`config.mk`:
```
export PLATFORM = sky130hd
export DESIGN_NAME = rv_bus_bridge
export DESIGN_NICKNAME = d
export VERILOG_FILES = /design/src/rtl/rv_bus_bridge.sv
export SDC_FILE = /design/constraint.sdc
export NUM_CORES = 1
export LEC_CHECK = 0
export ABC_AREA = 1
export CAP_MARGIN = 15
export CORE_MARGIN = 2
export CORE_UTILIZATION = 40
export DETAILED_ROUTE_END_ITERATION = 10
export GPL_TIMING_DRIVEN = 0
export PLACE_DENSITY = 0.77
export SYNTH_ARGS = -nofsm -noshare
export SYNTH_HDL_FRONTEND = slang
export SYNTH_SLANG_ARGS = --single-unit
```
`constraint.sdc`:
```
create_clock -name clk -period 1.34 [get_ports clk]
set_clock_uncertainty 0.05 [all_clocks]
set_input_delay 0.402 -clock clk [delete_from_list [all_inputs] [get_ports clk]]
set_output_delay 0.402 -clock clk [all_outputs]
set_load 0.01 [all_outputs]
```
`src/rtl/rv_bus_bridge.sv`:
```
// rv_bus_bridge -- CPU-side bus adapter.
//
// Turns one 32-bit CPU request (strobe/busy handshake) into 1, 2 or 4
// external bus beats of BUS_WIDTH bits. Beats whose byte lanes are all
// masked off are skipped. Every beat carries WAIT_CYCLES fixed wait states
// and is further stretched by wait_n. An external master can take the bus
// through busrq_n/busack_n between requests.
//
// Optional feature macro: RV_BUS_BRIDGE_TIMEOUT_EN
//   defined   : a beat stalled by wait_n for TIMEOUT_CYCLES consecutive
//               cycles is force-completed, read slice = all ones, and the
//               sticky bus_err flag is set.
//   undefined : no timeout logic, bus_err tied low.
//
// Ports
//   clk, rst                 clock, synchronous active-high reset
//   cpu_addr/wdata/mask      request address, write data, byte enables
//   cpu_rstrb/wstrb          single-cycle read/write request pulses
//   cpu_rdata                registered read data
//   cpu_rbusy/wbusy          request outstanding (combinational on strobe)
//   bus_err                  sticky timeout flag
//   addr, rd_n, wr_n, msk_n  bus address, strobes, lane mask (active low)
//   mreq_n, iorq_n           cycle active / I/O space (addr[31]=1)
//   wait_n                   target not ready when low
//   busrq_n, busack_n        external bus request / grant
//   data_in, data_out        bus data
//   data_oe                  data_out drive enable
module rv_bus_bridge #(
    parameter int BUS_WIDTH      = 16,
    parameter int WAIT_CYCLES    = 0,
    parameter int TIMEOUT_CYCLES = 255
) (
    input  logic                   clk,
    input  logic                   rst,
    input  logic [31:0]            cpu_addr,
    input  logic [31:0]            cpu_wdata,
    input  logic [3:0]             cpu_mask,
    input  logic                   cpu_rstrb,
    input  logic                   cpu_wstrb,
    output logic [31:0]            cpu_rdata,
    output logic                   cpu_rbusy,
    output logic                   cpu_wbusy,
    output logic                   bus_err,
    output logic [31:0]            addr,
    output logic                   rd_n,
    output logic                   wr_n,
    output logic [BUS_WIDTH/8-1:0] msk_n,
    output logic                   mreq_n,
    output logic                   iorq_n,
    input  logic                   wait_n,
    input  logic                   busrq_n,
    output logic                   busack_n,
    input  logic [BUS_WIDTH-1:0]   data_in,
    output logic [BUS_WIDTH-1:0]   data_out,
    output logic                   data_oe
);

    localparam int BEATS = 32 / BUS_WIDTH;
    localparam int LANES = BUS_WIDTH / 8;

    typedef enum logic [1:0] {IDLE, BEAT, RELEASED} state_t;

    typedef struct packed {
        logic             we;
        logic [31:2]      addr;
        logic [31:0]      wdata;
        logic [3:0]       mask;
        logic [BEATS-1:0] en;
    } req_t;

    // A beat is needed if any of its lanes is enabled. A read with no lanes
    // enabled fetches the whole word; a write with no lanes is a no-op.
    function automatic logic [BEATS-1:0] beat_enables(input logic [3:0] mask,
                                                      input logic       we);
        logic [BEATS-1:0] en;
        for (int k = 0; k < BEATS; k++) en[k] = |mask[k*LANES +: LANES];
        if (mask == 4'd0 && !we) en = '1;
        return en;
    endfunction

    // Lowest enabled beat at or above start: {found, index}.
    function automatic logic [2:0] find_beat(input logic [BEATS-1:0] en,
                                             input int               start);
        logic [2:0] r;
        r = 3'b000;
        for (int k = BEATS - 1; k >= 0; k--)
            if (k >= start && en[k]) r = {1'b1, 2'(k)};
        return r;
    endfunction

    state_t           state_q, state_d;
    req_t             req_q;
    logic             pend_q;
    logic [1:0]       beat_q, beat_d;
    logic [3:0]       wcnt_q;
    logic [31:0]      rdata_q;
    logic             enter;

    logic             new_req, new_we, new_valid;
    logic [BEATS-1:0] new_en;
    logic             eff_valid;
    logic [BEATS-1:0] eff_en;
    logic [2:0]       first, nxt;
    logic             in_beat, beat_done, last_done, tmo_hit;
    logic [LANES-1:0] lane_sel;

    logic unused_addr_lsb;
    assign unused_addr_lsb = &{1'b0, cpu_addr[1:0]};

    // Read wins when both strobes are (illegally) asserted together.
    assign new_req   = cpu_rstrb | cpu_wstrb;
    assign new_we    = ~cpu_rstrb;
    assign new_en    = beat_enables(cpu_mask, new_we);
    assign new_valid = new_req && (new_en != '0);

    // IDLE acts on a strobe in the same cycle it arrives, so the first beat
    // starts the cycle after the strobe rather than two cycles later.
    assign eff_valid = new_req ? new_valid : pend_q;
    assign eff_en    = new_req ? new_en    : req_q.en;
    assign first     = find_beat(eff_en, 0);
    assign nxt       = find_beat(req_q.en, int'(beat_q) + 1);

    assign in_beat   = (state_q == BEAT);
    assign beat_done = in_beat && ((wcnt_q == 4'd0 && wait_n) || tmo_hit);
    assign last_done = beat_done && !nxt[2];

    assign cpu_rbusy = cpu_rstrb | (pend_q & ~req_q.we);
    assign cpu_wbusy = cpu_wstrb | (pend_q &  req_q.we);
    assign cpu_rdata = rdata_q;

    // ---------------- FSM ----------------
    always_ff @(posedge clk) begin
        if (rst) begin
            state_q <= IDLE;
            beat_q  <= 2'd0;
        end else begin
            state_q <= state_d;
            beat_q  <= beat_d;
        end
    end

    always_comb begin
        state_d = state_q;
        beat_d  = beat_q;
        enter   = 1'b0;
        case (state_q)
            IDLE: begin
                // Bus grant takes priority even over a waiting request.
                if (!busrq_n) begin
                    state_d = RELEASED;
                end else if (eff_valid) begin
                    state_d = BEAT;
                    beat_d  = first[1:0];
                    enter   = 1'b1;
                end
            end
            BEAT: begin
                if (beat_done) begin
                    if (nxt[2]) begin
                        beat_d = nxt[1:0];
                        enter  = 1'b1;
                    end else begin
                        state_d = IDLE;
                    end
                end
            end
            RELEASED: begin
                if (busrq_n) state_d = IDLE;
            end
            default: state_d = IDLE;
        endcase
    end

    // ---------------- request, wait states, read data ----------------
    always_ff @(posedge clk) begin
        if (rst) begin
            req_q   <= '0;
            pend_q  <= 1'b0;
            wcnt_q  <= 4'd0;
            rdata_q <= 32'd0;
        end else begin
            if (new_req) begin
                req_q  <= '{we: new_we, addr: cpu_addr[31:2], wdata: cpu_wdata,
                            mask: cpu_mask, en: new_en};
                pend_q <= new_valid;
            end else if (last_done) begin
                pend_q <= 1'b0;
            end

            if (enter)                wcnt_q <= 4'(WAIT_CYCLES);
            else if (wcnt_q != 4'd0)  wcnt_q <= wcnt_q - 4'd1;

            if (beat_done && !req_q.we)
                rdata_q[int'(beat_q)*BUS_WIDTH +: BUS_WIDTH] <=
                    tmo_hit ? {BUS_WIDTH{1'b1}} : data_in;
        end
    end

`ifdef RV_BUS_BRIDGE_TIMEOUT_EN
    logic [15:0] tcnt_q;
    logic        err_q;

    // tcnt_q counts the wait_n-low cycles already seen in this beat; the
    // TIMEOUT_CYCLES-th consecutive low cycle is the one that ends the beat.
    assign tmo_hit = in_beat && !wait_n && (tcnt_q == 16'(TIMEOUT_CYCLES - 1));
    assign bus_err = err_q;

    always_ff @(posedge clk) begin
        if (rst) begin
            tcnt_q <= 16'd0;
            err_q  <= 1'b0;
        end else begin
            if (enter || !in_beat || wait_n) tcnt_q <= 16'd0;
            else                             tcnt_q <= tcnt_q + 16'd1;
            if (tmo_hit) err_q <= 1'b1;
        end
    end
`else
    assign tmo_hit = 1'b0;
    assign bus_err = 1'b0;
`endif

    // ---------------- bus pins ----------------
    // A mask-0 read fetches whole words, so all lanes are enabled then.
    assign lane_sel = (req_q.mask == 4'd0) ? {LANES{1'b1}}
                                           : req_q.mask[int'(beat_q)*LANES +: LANES];

    assign addr     = in_beat ? {req_q.addr, 2'(int'(beat_q) * LANES)} : 32'd0;
    assign mreq_n   = ~in_beat;
    assign iorq_n   = ~(in_beat & req_q.addr[31]);
    assign rd_n     = ~(in_beat & ~req_q.we);
    assign wr_n     = ~(in_beat &  req_q.we);
    assign msk_n    = in_beat ? ~lane_sel : {LANES{1'b1}};
    assign data_oe  = in_beat & req_q.we;
    assign data_out = data_oe ? req_q.wdata[int'(beat_q)*BUS_WIDTH +: BUS_WIDTH]
                              : {BUS_WIDTH{1'b0}};
    assign busack_n = (state_q != RELEASED);

endmodule

```
==> metrics.cfg, run 1 <==
[floorplanning]
num_rows = 39
die_w_um = 113
ioPinCount = 181
die_y_um = 113
start_util_pct = 41.1
core_mm2 = 0.0115
die_area_mm2 = 0.0127

[placed_design]
port_buffers = 176
place.gp.congestion = 0.898
post-place-ws_ns = -1.03
hpwl_um = 11400

[job]
cap_violations = 0

[worst_setup_path]
cpPeakStageDelay_ns = 0.37
start_kind = register
required_ns = 0.89
path_cells = nor2_8, inv_6, nor2_4, inv_4, buf_4, a21oi_2, buf_2
crit_fanout = 8
path_class = reg2out
cp_slowest_cell = dfxtp_4
crit_path_end_kind = output pin
r2r_slack_ns = -0.50
worstPathArrival_ns = 1.52

[clock_network]
ctsHoldBuffers = 0
clk_pin_slew_ns = 0.07
numCtsBuffers = 9
insertion_delay_ns = 0.35
cts_sinks = 109
cts_tree = built
root_buffer = clkbuf_16
cts_buffer_depth = 2
cts-htree-levels = 3

[synth]
ys_seq_area_share_pct = 46.3
synth-seq-cells = 109
yosysUniqueCellTypes = 26
yosys_warnings = 0
synth_area_mm2 = 0.00472
avgSynthCellArea_um2 = 7.03
synthCells = 671

[routing]
drc = 0
wirelength_um = 16200
viasPerCell = 5.07
drt_iter0_markers = 379
wl_per_cell_um = 15.5
firstDrtPassIters = 5
antenna_left = 0
num_vias = 5306

[timing]
fmax_ghz = 0.508
whs_ns = 0.298
slew_headroom_pct = 63.4
period_needed_ns = 1.97
final_max_slew_viol_count = 0
rsz0062_at_grt = true
tightest_slew_ns = 0.549
period_share_pct = 147
fin_ws_ns = -0.629
hold_viol = 0
setup_viol = 89

[grt]
overflow = 0
grt.total_usage_pct = 24.7
grt_pass1_wl_um = 25200
grt_max_degree = 18
grt_pass1_vias = 5300
antenna_found_initial = 1

[pwr]
ir_drop_uv = 859
powerDensity_mw_per_mm2 = 1180
total_leakage_power_uw = 0.00349

[final_layout]
syn_to_final_growth_pct = 68.5
nets = 989
layout-drive-gt1-share_pct = 36.0

[run_status]
status = complete, but fails checks
violations = setup timing

[hold_path]
hold_class = in2reg

[worst max-delay path: cells and delay by family (launching register included)]
family / cells / cell delay (ns)
buffers and inverters: 4 / 0.44
AO/OA/AOI/OAI: 1 / 0.12
flip-flops: 1 / 0.37
AND/OR/NAND/NOR: 2 / 0.25
[through the flow]
stage | setup TNS (ns) | utilization (%) | cell area [um^2] | instances | total power (uW)
after global routing | -48.34 | 69.3 | 7950 | 1046 | 9810
after floorplan | -6.07 | - | 5070 | 672 | 5200
after detailed placement | -112.45 | 61.2 | 7020 | 991 | 6100
final | -43.23 | 69.3 | 7950 | 1046 | 9400
after global placement | -108.35 | 61.2 | 7020 | 991 | 5980
after CTS | -38.36 | 66.5 | 7630 | 1033 | 9170
[placed cells by master, fill, tap and decap left out, types with 9 or more instances in the layout]
master / instances
inv_1: 56
nand3_2: 32
buf_6: 28
clkdlybuf4s50_1: 80
nor2_4: 11
clkbuf_16: 11
a21oi_2: 18
clkdlybuf4s15_2: 20
nand2_2: 10
buf_2: 59
buf_4: 30
dfxtp_2: 26
a21oi_4: 10
o21ai_0: 69
nand3_1: 9
dfxtp_1: 82
a21oi_1: 53
nor2_1: 129
nand2_1: 75
nor2_2: 14
[cell families (layout without fill, tap and decap cells)]
logic type,Yosys count,after routing,share of synthesized area [%]
mux,1,1,0.212
flops,109,109,46.3
other cells,1,3,0.0795
buf+inv,113,342,10.7
compound gates,156,156,16.7
fa+ha+maj,2,2,0.530
xor+xnor,1,1,0.186
simple gates,288,289,25.4
[area by class of cell]
type,count,area (um^2)
Antenna cell,1,2.50
Sequential cell,109,2220
Tap cell,143,179
Multi-Input combinational cell,451,2560
Fill cell,905,3520
Clock inverter,4,52.6
Clock buffer,12,267
Inverter,65,264
Timing Repair Buffer,215,2000
Buffer,46,407
[where the power goes]
part / total (uW) / internal, uW / switching [uW]
registers: 3710 / 3540 / 169
logic: 2880 / 1350 / 1520
clock network: 2820 / 1610 / 1210
total: 9400 / 6500 / 2900
[synthesized netlist by cell type]
master,count,share of area [%]
nor2_1,151,12
dfxtp_1,109,46
nand2_1,85,6.8
a21oi_1,81,8.6
o21ai_0,73,7.7
inv_1,61,4.9
nand3_1,41,4.4
clkbuf_1,20,1.6
buf_2,15,1.6
buf_6,6,1.4
buf_4,4,0.64
inv_2,4,0.32
nand4_1,3,0.40
a211oi_1,2,0.32
buf_1,2,0.16
ha_1,2,0.53
nor2_2,2,0.27
nor2_8,2,0.85
clkbuf_2,1,0.11
conb_1,1,0.079
mux2i_1,1,0.21
nand2_4,1,0.24
nand4_2,1,0.27
nor3_1,1,0.11
or2_2,1,0.13
xor2_1,1,0.19
[what timing repair did]
action / 4_1_cts / 5_1_grt
pin swaps: 12 / 25
resized for setup: 450 / 82
setup buffers: 21 / 12
gates cloned: 6 / 1
endpoints found under the setup margin: 196 / 152
[worst paths after layout]
path,startpoint,endpoint,cells past startpoint
setup reg to reg,state_q[1]$_SDFFE_PP0P_,cpu_rdata[17]$_SDFFE_PP0P_,12
hold reg to reg,req_q[40]$_SDFFE_PP0N_,req_q[40]$_SDFFE_PP0N_,2
hold / removal,cpu_rstrb,req_q[68]$_SDFFE_PP0N_,2
setup / recovery,state_q[1]$_SDFFE_PP0P_,data_out[2],7
[flip-flops by register name, summed over array words and instances, names as in the netlist]
| name | count |
|---|---|
| req_q | 69 |
| cpu_rdata | 32 |
| wcnt_q | 4 |
| state_q | 2 |
| beat_q | 1 |
| pend_q | 1 |
[per-layer routing]
metal	GRT usage [%]	routed length, um	up-vias
met1	27.4	6300	2437
met4	9.51	417	0
met2	44.3	8030	237
met3	7.13	1460	34
li1	-	-	2598
met5	0	0	-
Note: power is estimated with default switching activity, not from simulation.
==> run 2: changes to the inputs <==
--- a/config.mk
+++ b/config.mk
@@ -11,6 +11,7 @@
 export CORE_UTILIZATION = 40
 export DETAILED_ROUTE_END_ITERATION = 10
 export GPL_TIMING_DRIVEN = 0
+export HOLD_SLACK_MARGIN = 0.08
 export PLACE_DENSITY = 0.77
 export SYNTH_ARGS = -nofsm -noshare
 export SYNTH_HDL_FRONTEND = slang
==> constraint.sdc (replaced) <==
create_clock -name clk -period 1.8 [get_ports clk]
set_clock_uncertainty 0.05 [all_clocks]
set_input_delay 0.54 -clock clk [delete_from_list [all_inputs] [get_ports clk]]
set_output_delay 0.54 -clock clk [all_outputs]
set_load 0.01 [all_outputs]
==> metrics.cfg, run 2 (same netlist as run 1, synthesis figures left out) <==
[pwr]
power_uw = 6480
powerDensity_mw_per_mm2 = 908
total_leakage_power_uw = 0.00328
ir_drop_uv = 434

[final_layout]
multi_input_area_mm2 = 0.00214
layout_common_cells = nor2_1 (141), dfxtp_1 (106), clkdlybuf4s50_1 (84)
layout-drive-gt1-share_pct = 19.0
design_area_mm2 = 0.00714
final_common_cell = nor2_1
nets = 966
largest-register = req_q
seqCellArea_mm2 = 0.00219
n_fill_cell = 1068
largest_register_ffs = 69
syn_to_final_growth_pct = 51.4
antennaDiodeCount = 0

[placed_design]
place.gp.congestion = 0.889
place_area_mm2 = 0.00666
port_buffers = 176
post-place-ws_ns = -0.781
hpwl_um = 10700

[run_status]
violations = setup timing
status = complete, but fails checks

[grt]
grt.total_usage_pct = 22.4
grt_pass1_wl_um = 22800
grt_max_degree = 18
overflow = 0
grt_pass1_vias = 4763
antenna_found_initial = 0

[timing]
setup_viol = 54
hold_viol = 0
fin_ws_ns = -0.295
fmax_ghz = 0.477
period_needed_ns = 2.09
period_share_pct = 116
final_max_slew_viol_count = 0
rsz0062_at_grt = true

[worst_setup_path]
crit_cells = 8
path_cells = inv_2, nor2_8, inv_6, nor2_4, inv_4, buf_4, a21oi_2, buf_2
path_delay_family = buffers and inverters
r2r_slack_ns = 0.13
path_buf_inv = 5
worstPathArrival_ns = 1.50
cpPeakStageDelay_ns = 0.33
crit_path_end_kind = output pin
r2r_cells = 8
required_ns = 1.21
start_kind = register
crit_fanout = 8
cp_slowest_cell = dfxtp_2
path_class = reg2out

[clock_network]
cts_buffer_depth = 2
cts_sinks = 109
cts-htree-levels = 3
root_buffer = clkbuf_16
ctsHoldBuffers = 0
numCtsBuffers = 9
cts_tree = built
clk_pin_slew_ns = 0.07
insertion_delay_ns = 0.35

[floorplanning]
die_area_mm2 = 0.0127
core_mm2 = 0.0115
die_w_um = 113
num_rows = 39
ioPinCount = 181
start_util_pct = 41.1
die_y_um = 113

[routing]
viasPerCell = 4.92
wl_per_cell_um = 14.2
num_vias = 5025
firstDrtPassIters = 5
drt_iter0_markers = 323
wirelength_um = 14500
antenna_left = 0
drc = 0

[job]
cap_violations = 0

[hold_path]
hold_class = reg2reg
min_path_cells = 2

## run 2: cell count changes in the layout (fill, tap and decap cells not counted), moves of 19 or more
| cell | previous run | this run |
|---|---|---|
| dlygate4sd2_1 | 1 | 34 |
| nand3_1 | 9 | 39 |
| nand3_2 | 32 | 2 |
| dfxtp_2 | 26 | 2 |
| dfxtp_1 | 82 | 106 |
| buf_2 | 59 | 40 |
## run 2: where the power goes
part | internal, uW | switching [uW] | total [uW]
clock network | 1220 | 901 | 2120
registers | 2620 | 116 | 2740
logic | 729 | 890 | 1620
## run 2: per-stage QoR
step,setup TNS [ns],utilization (%),hold slack [ns],instances
detailed placement,-64.19,58.1,0.393,991
global route,-14.03,62.3,0.424,1022
global placement,-64.30,58.1,0.390,991
floorplan,-0.261,-,0.380,672
CTS,-13.76,61.9,0.404,1021
finish,-10.23,62.3,0.405,1022
## run 2: what timing repair did
action	4_1_cts	5_1_grt
cloned	0	0
setup endpoints to repair	156	108
pin swaps	5	5
setup buffers	15	3
gates resized for setup	290	30
## run 2: area by class of cell
cell class / instances / area share, %
Sequential cell: 109 / 30.6
Multi-Input combinational cell: 450 / 30.0
Timing Repair Buffer: 194 / 24.7
Buffer: 45 / 4.20
Inverter: 65 / 3.59
Clock buffer: 10 / 3.21
Tap cell: 143 / 2.51
Clock inverter: 6 / 1.23
## run 2: path summary, 6_finish.rpt
path                                              start                         end
worst max-delay path            state_q[0]$_SDFFE_PP0P_                 data_out[2]
worst min-delay path             req_q[63]$_SDFFE_PP0N_      req_q[63]$_SDFFE_PP0N_
worst max register to register   wcnt_q[0]$_SDFFE_PP0P_  cpu_rdata[20]$_SDFFE_PP0P_
worst min register to register   req_q[63]$_SDFFE_PP0N_      req_q[63]$_SDFFE_PP0N_
## run 2: worst register-to-register path, stage by stage, from the launching register on
cell,delay (ns)
dfxtp_1,0.32
inv_1,0.10
ha_1,0.23
nand4_2,0.21
nor2_8,0.25
buf_6,0.17
nand3_1,0.08
nand2_1,0.10
nor2_1,0.04
## run 2: metal layers
metal | global-route usage, % | wire length, um | vias up
li1 | - | - | 2547
met1 | 27.0 | 6080 | 2266
met2 | 37.8 | 6820 | 196
met3 | 6.86 | 1350 | 16
met4 | 8.13 | 243 | 0
met5 | 0 | 0 | -
==> run 3: changes to the inputs <==
--- a/config.mk
+++ b/config.mk
@@ -7,6 +7,7 @@
 export LEC_CHECK = 0
 export ABC_AREA = 1
 export CAP_MARGIN = 15
+export CORE_ASPECT_RATIO = 0.75
 export CORE_MARGIN = 2
 export CORE_UTILIZATION = 40
 export DETAILED_ROUTE_END_ITERATION = 10
==> metrics.cfg, run 3 (same netlist as run 1, synthesis figures left out) <==
[run_status]
status = complete, but fails checks
violations = setup timing

[job]
cap_violations = 0

[routing]
num_vias = 4940
wl_per_cell_um = 13.9
viasPerCell = 4.74
firstDrtPassIters = 5
drt_iter0_markers = 324
antenna_left = 0
wirelength_um = 14500
drc = 0

[pwr]
swShare_pct = 29.2
powerDensity_mw_per_mm2 = 914
power_uw = 6610
p_int_uw = 4680
p_clk_share_pct = 32.0
ir_drop_uv = 519
p_switching_uw = 1930
combPwrFrac_pct = 26.5
seq_power_share_pct = 41.4
total_leakage_power_uw = 0.00335

[final_layout]
final_common_cell = nor2_1
syn_to_final_growth_pct = 53.3
finish.utilization_pct = 62.7
layout_common_cells = nor2_1 (132), dfxtp_1 (106), clkdlybuf4s50_1 (85)
largest-register = req_q
layout-drive-gt1-share_pct = 20.5
largest_register_ffs = 69
antennaDiodeCount = 0
n_fill_cell = 1077
nets = 968

[worst_setup_path]
r2r-start = wcnt_q[0]$_SDFFE_PP0P_
r2r_cells = 8
path_class = reg2out
crit_path_end_kind = output pin
start_kind = register
required_ns = 1.21
crit_fanout = 5
path_buf_inv = 6
path_delay_family = buffers and inverters
r2r_slack_ns = 0.16
cp_slowest_cell = dfxtp_2
path_cells = inv_4, nor2_8, inv_6, buf_12, buf_6, clkbuf_16, nor2_2, buf_2
reg2reg_to = cpu_rdata[4]$_SDFFE_PP0P_
cpPeakStageDelay_ns = 0.35
worstPathArrival_ns = 1.53

[clock_network]
insertion_delay_ns = 0.34
clk_pin_slew_ns = 0.07
cts_tree = built
numCtsBuffers = 9
cts_sinks = 109
root_buffer = clkbuf_16
cts-htree-levels = 3
cts_buffer_depth = 2

[placed_design]
place.gp.congestion = 0.836
hpwl_um = 10400
port_buffers = 176

[timing]
hold_viol = 0
setup_viol = 52
period_needed_ns = 2.12
tns_ns = -10.52
rsz0062_at_grt = true
fin_ws_ns = -0.318
period_share_pct = 118
final_max_slew_viol_count = 0
fmax_ghz = 0.472

[grt]
grt.total_usage_pct = 22.9
grt_pass1_wl_um = 23300
overflow = 0
grt_max_degree = 17
grt_pass1_vias = 4674
antenna_found_initial = 0

[floorplanning]
die_y_um = 98.0
ioPinCount = 181
core_mm2 = 0.0115
num_rows = 34
die_w_um = 129
start_util_pct = 40.9
die_area_mm2 = 0.0127

[hold_path]
min-delay-start = req_q[40]$_SDFFE_PP0N_
hold_end = req_q[40]$_SDFFE_PP0N_
min_path_cells = 2
hold_class = reg2reg

==> run 3: cell count changes in the layout (fill, tap and decap cells not counted), sizes merged <==
cell           delta
buf              +24
clkdlybuf4s15    -23
clkinv            -4
clkbuf            +2
clkdlybuf4s50     +1
clkinvlp          +1
dlygate4sd2       -1
inv               +1
==> run 3: worst max-delay path by stage <==
stage                                        from      endpoint  slack [ns]  depth (start not counted)
after floorplan           state_q[1]$_SDFFE_PP0P_  data_out[10]       -0.03                          6
final                     state_q[0]$_SDFFE_PP0P_       addr[3]       -0.32                          8
after global placement     beat_q[0]$_SDFFE_PP0P_   data_out[6]       -0.80                          6
after global routing      state_q[0]$_SDFFE_PP0P_   data_out[9]       -0.40                          8
after CTS                 state_q[0]$_SDFFE_PP0P_  data_out[12]       -0.36                          8
after detailed placement   beat_q[0]$_SDFFE_PP0P_   data_out[6]       -0.77                          6
==> run 3: routing by layer <==
metal / vias to the layer above / routed length [um] / track usage (%)
li1: 2536 / - / -
met1: 2219 / 6740 / 31.5
met2: 171 / 6410 / 36.0
met3: 14 / 1190 / 6.68
met4: 0 / 139 / 4.77
met5: - / 0 / 0
==> run 3: power groups by stage <==
stage                     registers, uW  logic, uW  clock network (uW)
final                              2740       1750                2120
after global routing               2760       1950                2240
after CTS                          2740       1610                2150
after detailed placement           2780       1550                   0
after global placement             2780       1530                   0
after floorplan                    2780        924                   0
==> run 3: through the flow <==
step                area, um^2  hold WS (ns)  cells  worst slack, ns
detailed placement        6690         0.392   1010           -0.769
global route              7230         0.424   1042           -0.398
CTS                       6980         0.402   1038           -0.356
floorplan                 4720         0.380    672          -0.0290
finish                    7230         0.404   1042           -0.318
global placement          6690         0.390   1010           -0.803
==> run 3: worst register-to-register path: cells and delay by family (launching register included) <==
| family | cells | cell delay, ns |
|---|---|---|
| AOI/OAI and AO/OA | 1 | 0.06 |
| and+or+nand+nor | 3 | 0.48 |
| adders and majority gates | 1 | 0.23 |
| DFF | 1 | 0.33 |
| buffers and inverters | 3 | 0.42 |
==> run 3: what timing repair did <==
| action | in CTS | in global routing |
|---|---|---|
| setup buffers | 14 | 6 |
| hold buffers | 0 | 0 |
| gates resized for setup | 322 | 62 |
| setup endpoints to repair | 149 | 132 |
| pin swaps | 2 | 3 |
| gates cloned | 0 | 2 |
==> run 3: cell type report <==
| cell class | count | area (um^2) | share of cell area, % |
|---|---|---|---|
| plain buffers | 45 | 344 | 4.76 |
| clock buffers | 11 | 243 | 3.36 |
| clock inverters | 4 | 72.6 | 1.00 |
| inverters | 65 | 259 | 3.58 |
| multi-input cells | 450 | 2210 | 30.6 |
| flip-flops and latches | 109 | 2190 | 30.3 |
| well taps | 162 | 203 | 2.80 |
| repair buffers | 196 | 1710 | 23.7 |
